File: src/rtl/branch_predictor.sv
// branch_predictor: per-PC 2-bit saturating-counter BHT with init walk and 1-cycle mispredict flag.
// Optional BP_STATS_EN adds saturating branch/mispredict statistics counters.
module branch_predictor #(
    parameter int ENTRIES = 16,
    parameter int STAT_W  = 16
) (
    input  logic        clk,
    input  logic        reset_n,
    input  logic        clear,
    output logic        ready,
    input  logic        lookup_valid,
    input  logic [31:0] lookup_pc,
    output logic        pred_valid,
    output logic        pred_taken,
    input  logic        upd_valid,
    input  logic [31:0] upd_pc,
    input  logic        upd_taken,
    input  logic        upd_pred_taken,
    output logic        mispredict
`ifdef BP_STATS_EN
    ,
    output logic [STAT_W-1:0] stat_branches,
    output logic [STAT_W-1:0] stat_mispredicts
`endif
);
    localparam int IDX_W = $clog2(ENTRIES);
    localparam logic [IDX_W-1:0] LAST = IDX_W'(ENTRIES - 1);

    typedef enum logic {INIT, RUN} state_t;

    state_t           state, state_next;
    logic [IDX_W-1:0] walk_ptr, walk_next;
    logic [1:0]       bht [ENTRIES];
    logic [IDX_W-1:0] lookup_idx, upd_idx;
    logic             run, upd_en, miss;
    logic [1:0]       upd_cnt, upd_new;
    logic             unused_pc_bits;

    assign lookup_idx = lookup_pc[IDX_W+1:2];
    assign upd_idx    = upd_pc[IDX_W+1:2];
    assign run        = (state == RUN);
    assign ready      = run;
    // A clear in RUN wins over a same-cycle update
    assign upd_en     = run & upd_valid & ~clear;
    assign miss       = run & upd_valid & (upd_taken != upd_pred_taken);
    assign upd_cnt    = bht[upd_idx];
    assign upd_new    = upd_taken ? (&upd_cnt ? upd_cnt : upd_cnt + 2'd1)
                                  : (|upd_cnt ? upd_cnt - 2'd1 : upd_cnt);
    assign unused_pc_bits = ^{lookup_pc[31:IDX_W+2], lookup_pc[1:0],
                              upd_pc[31:IDX_W+2], upd_pc[1:0]};

    always_comb begin
        state_next = state;
        walk_next  = walk_ptr;
        if (clear) begin
            state_next = INIT;
            walk_next  = '0;
        end else if (state == INIT) begin
            walk_next  = walk_ptr + IDX_W'(1);
            state_next = (walk_ptr == LAST) ? RUN : INIT;
        end
    end

    always_ff @(posedge clk or negedge reset_n) begin
        if (!reset_n) begin
            state    <= INIT;
            walk_ptr <= '0;
        end else begin
            state    <= state_next;
            walk_ptr <= walk_next;
        end
    end

    // Table has no reset; the INIT walk brings every entry to weak-NT
    always_ff @(posedge clk) begin
        if (!run)
            bht[walk_ptr] <= 2'b01;
        else if (upd_en)
            bht[upd_idx] <= upd_new;
    end

    always_ff @(posedge clk or negedge reset_n) begin
        if (!reset_n) begin
            pred_valid <= 1'b0;
            pred_taken <= 1'b0;
            mispredict <= 1'b0;
        end else begin
            pred_valid <= lookup_valid;
            pred_taken <= lookup_valid & run & bht[lookup_idx][1];
            mispredict <= miss;
        end
    end

`ifdef BP_STATS_EN
    always_ff @(posedge clk or negedge reset_n) begin
        if (!reset_n) begin
            stat_branches    <= '0;
            stat_mispredicts <= '0;
        end else if (clear) begin
            stat_branches    <= '0;
            stat_mispredicts <= '0;
        end else begin
            if (run & upd_valid & ~&stat_branches)
                stat_branches <= stat_branches + STAT_W'(1);
            if (miss & ~&stat_mispredicts)
                stat_mispredicts <= stat_mispredicts + STAT_W'(1);
        end
    end
`else
    logic [STAT_W-1:0] unused_stat_w;
    assign unused_stat_w = '0;
`endif
endmodule

File: config.mk
export PLATFORM = sky130hd
export DESIGN_NAME = branch_predictor
export DESIGN_NICKNAME = d
export VERILOG_FILES = /design/src/rtl/branch_predictor.sv
export SDC_FILE = /design/constraint.sdc
export NUM_CORES = 1
export LEC_CHECK = 0
export BUFFER_PORTS_ARGS = -buffer_cell sky130_fd_sc_hd__buf_2
export CAP_MARGIN = 20
export CORE_MARGIN = 2
export CORE_UTILIZATION = 48
export CTS_CLUSTER_DIAMETER = 40
export DETAILED_ROUTE_END_ITERATION = 8
export MAX_ROUTING_LAYER = met4
export PLACE_DENSITY = 0.84
export SYNTH_ARGS = -nofsm -noshare
export SYNTH_HDL_FRONTEND = slang
export SYNTH_SLANG_ARGS = --single-unit
File: constraint.sdc
create_clock -name clk -period 2.3 [get_ports clk]
set_input_delay 0.23 -clock clk [delete_from_list [all_inputs] [get_ports clk]]
set_output_delay 0.23 -clock clk [all_outputs]
set_load 0.02 [all_outputs]
=== Word level (Yosys, flattened, before mapping) ===
Memories as Yosys holds them, arrays and structs flattened.
Index checks and enable logic that the tools add are counted.

* Register bits: 8
* Bits in writable memories: 32
* Input bits: 71
* Word-level logic and storage cells: 36
* Memories: 1

* Add/subtract/negate cells: 3
* Equal/unequal tests: 3
* Mux-type cells: 15
* Bitwise logic cells: 6
* Reductions and logical operators: 3

{| class="wikitable"
|+ Memory list
! memory !! depth !! bits a word !! rd ports !! clocked after memory_dff !! write ports !! line !! RTL
|-
| bht || 16 || 2 || 2 || 0 || 1 || 33 || <nowiki>logic [1:0] bht [ENTRIES];</nowiki>
|}

{| class="wikitable"
|+ Operators by type and width
! cell !! number
|-
| 4-bit two-way mux || 3
|-
| 1-bit two-way mux || 8
|-
| 2-bit two-way mux || 4
|-
| 1-bit bitwise AND || 5
|-
| 4-bit by 1-bit adder with 4-bit output (second input constant) || 1
|-
| 4-bit equality test (second input constant) || 1
|-
| 2-bit OR reduction || 2
|-
| 2-bit by 1-bit adder with 2-bit output (second input constant) || 1
|-
| 2-bit inequality test (second input constant) || 1
|-
| 2-bit AND reduction || 1
|-
| 2-bit by 1-bit subtractor with 2-bit output (second input constant) || 1
|-
| 1-bit inequality test || 1
|-
| 1-bit inverter || 1
|}

=== Longest topological paths before layout ===
* Word-level depth: 7
* Gate-level depth with buffers: 6
* Depth with buffers taken out: 5

=== Worst setup path after synthesis ===
OpenSTA, ideal clock, no wires.

* Path type: flip-flop to flip-flop
* From: register state, in the netlist ready
* To: memory bht[0][1], data pin
* Library setup time: 0.289 ns
* Data arrival time: 1.760 ns
* Required time: 2.011 ns
* Setup slack: 0.250 ns
* Stages on the path, launching flop included: 6
* Path buffers: 2
* Period minus slack after synthesis: 2.050 ns
* Cell sequence: dfrtp_1 buf_2 nand2_1 nor2_1 clkbuf_1 a21boi_1

* Cells in the longest elaborated chain, start to end: 7

{| class="wikitable"
|+ RTL lines
! what !! line !! RTL
|-
| start, declared || 31 || <nowiki>state_t state, state_next;</nowiki>
|-
| start signal, assigned || 69 || <nowiki>state <= state_next;</nowiki>
|-
| 1-bit bitwise AND (2 in series) || 44 || <nowiki>assign upd_en = run & upd_valid & ~clear;</nowiki>
|-
| 1-bit two-way mux || 78 || <nowiki>else if (upd_en)</nowiki>
|-
| 1-bit two-way mux (*) || 76 || <nowiki>if (!run)</nowiki>
|-
| 1-bit two-way mux (not written as such) (*) || 79 || <nowiki>bht[upd_idx] <= upd_new;</nowiki>
|-
| 2-bit OR reduction (no line) (*) || -- ||
|-
| 2-bit two-way mux (no line) (*) || -- ||
|-
| end, declared || 33 ||
|}

Mark *: on every way between the ends. The rest lies on a longest branch, timed or not.

==> flow_summary.toml <==
[route]
ant_nets = 0
vias = 1242
vias_per_cell = 6.088
wire_per_inst_um = 19.30
drt-initial-drc-count = 161
first_pass_iters = 5
drc = 0
drt-total-wl_um = 3937

[clock_network]
clock_path_buffers = 2
post_cts.repair.setup_buffers = 0
htree_levels = 2
cts_buffers = 5
cts_tree = "yes"
clock_sinks = 40
clk_latency_ns = 0.30
clk_pin_slew_ns = 0.08
cts_root_buffer = "clkbuf_8"

[setup_path]
r2r-start = "bht[11][0]"
timing.reg2reg.setup_slack_ns = 0.21
startpoint_type = "flop"
r2r_end = "bht[4][0]"
crit_end = "bht[4][0]"
critical_path_required_ns = 2.31
reg2regPathDepth = 5
end_kind = "flop"
cp_max_fo = 16
setup.worst_path.start = "bht[11][0]"
cp.arrival_ns = 2.11
path_class = "flop to flop"

[floorplanning]
core_area_um2 = 3716
dieArea_um2 = 4432
die_y_um = 66.57
rows = 22
start_util = 0.5057
die_x_um = 66.57
ios = 75

[timing]
drv_slew = 0
finalCriticalPeriod_ns = 2.093
rsz0062_at_grt = "false"
setup_tns_ns = 0
slew_headroom = 0.5836
max_freq_ghz = 0.4779
setup_violations = 0
period_share = 0.9099
hold_violations = 0
worst_pin_slew_ns = 0.6245
fin_skew_ns = 0.01006

[synth]
synth-edff-count = 32
yosysUniqueCellTypes = 27
post-synth-top-count-cell = "edfxtp_1"
netlist_top_cells_count = "edfxtp_1, nor2_1, mux4_2, dfrtp_1, nand2_1"
yosysSeqAreaShare = 0.6178
ys_warn_count = 0
netlist.area_leader.share = 0.5113
synth_simple_gate_area_frac = 0.1138
synth_area_leaders = "edfxtp_1, mux4_2, dfrtp_1"
synth_compound_area_frac = 0.05126
synth_xor_area_frac = 0.01864
avgSynthCellArea_um2 = 14.46
synth_top_area_cell = "edfxtp_1"
async_flop_share = 0.2000
synthAdderAreaFrac = 0.006658
synth_fp_nets = 202
synth_cells = 130
synth_top_family_by_area = "multiplexers"
yosys_most_used_dff = "edfxtp_1"
synth_area_um2 = 1879
synth.area.mux_share = 0.1691
ys_ff_latch = 40

[pwr]
p_leak_nw = 0.8309
internal_power_mw = 1.166
ir_drop_v = 0.0005264
p_per_area_nw_per_um2 = 694.1
comb_power_share = 0.081
p_sw_frac = 0.2215
pwr-share-clk = 0.386
seqPwrFrac = 0.533
switchingPower_mw = 0.3319

[place]
place.port_buffers = 18
placed_area_um2 = 2021
hpwl_um = 2882
place_congestion = 0.8245

[finish]
fillCellCount = 293
fin_nets = 227
fin_area_um2 = 2158
ff_latch_area_um2 = 1161
multi_input_area_um2 = 679.4
diodes = 0
syn2layout_area_growth_pct = 14.85
drive_gt1_frac = 0.2500

[global_route]
grt_usage = 0.2123
grt-ovfl-total = 0
grt_pass1_vias = 1254
grt_max_degree = 17
grt_antenna_before_repair = 0
grt_pass1_wl_um = 6327

[run_status]
status = "complete, no violations"

[flow_run]
max_cap_violations = 0

[worst_hold_path]
min_path_type = "primary input to flop"
## stage by stage
step | hold WS, ns | worst slack (ns) | util | instances | total power [mW]
floorplan | -0.06559 | 0.2504 | - | 130 | 0.8870
global placement | 0.07028 | -0.1869 | 0.5438 | 194 | 0.9242
detailed placement | 0.08140 | -0.3077 | 0.5438 | 194 | 0.9334
CTS | 0.06633 | 0.08616 | 0.5788 | 203 | 1.509
global route | 0.05553 | 0.09058 | 0.5808 | 204 | 1.557
finish | 0.07436 | 0.2073 | 0.5808 | 204 | 1.498
## final cells by class
class	count	share of cell area
Clock buffer	5	0.03188
Multi-Input combinational cell	81	0.3148
Clock inverter	3	0.02203
Timing Repair Buffer	22	0.05681
Tap cell	48	0.02783
Sequential cell	40	0.5380
Inverter	5	0.008696
## cell families (layout without fill, tap and decap cells)
logic type | count (synthesis) | count (layout)
AND/OR/NAND/NOR | 48 | 48
flip-flops | 40 | 40
AO/OA/AOI/OAI | 14 | 14
multiplexers | 14 | 14
buffers and inverters | 9 | 35
XOR/XNOR | 4 | 4
adder cells (fa/ha/maj) | 1 | 1
## power by group through the flow
stage	logic [mW]	clock network (mW)	registers, mW
after floorplan	0.0757	0	0.811
after global placement	0.112	0	0.812
after detailed placement	0.119	0	0.814
after CTS	0.121	0.589	0.798
after global routing	0.134	0.623	0.800
final	0.122	0.578	0.799
## metal layers
metal / vias up / share of wire / track usage
met5: - / 0 / -
met4: 0 / 0.015 / 0.09439
met3: 5 / 0.083 / 0.08784
met2: 63 / 0.53 / 0.3475
met1: 619 / 0.37 / 0.2259
li1: 555 / - / -
## how the worst min path moves through the flow
stage,startpoint,end,depth (start not counted)
after floorplan,reset_n,mispredict,0
after global placement,reset_n,walk_ptr[2],1
after detailed placement,reset_n,pred_valid,1
after CTS,lookup_valid,pred_valid,1
after global routing,lookup_valid,pred_valid,1
final,lookup_valid,pred_valid,1
## placed cells by master (no fill, tap or decap), drive strengths merged, types with 2 or more instances in the layout
master  netlist  layout
buf           2      21
nand2         7       7
edfxtp       32      32
a31oi         5       5
clkbuf        2       5
nor2         27      27
nor2b         4       4
mux4         13      13
clkinv        0       2
nand3         4       4
xnor2         3       3
dfrtp         8       8
o21ai         2       2
a32oi         4       4
nor3b         2       2
inv           5       5
## registers in the layout, indices dropped and copies added, names as in the netlist
register	count
bht	32
walk_ptr	4
mispredict	1
pred_taken	1
pred_valid	1
ready	1
## critical path, cell delays in order, from the launching register on
cell	delay (ns)
edfxtp_1	0.38
mux4_2	0.48
nand2_1	0.10
and4_1	0.23
a21oi_1	0.09
o21ai_2	0.51
## repair_timing
| item | CTS | global route |
|---|---|---|
| setup endpoints to repair | 16 | 0 |
| resized for setup | 1 | 0 |
| endpoints found under the hold margin | 8 | 0 |
| hold buffers | 1 | 0 |
(Power assumes the default switching activity.)
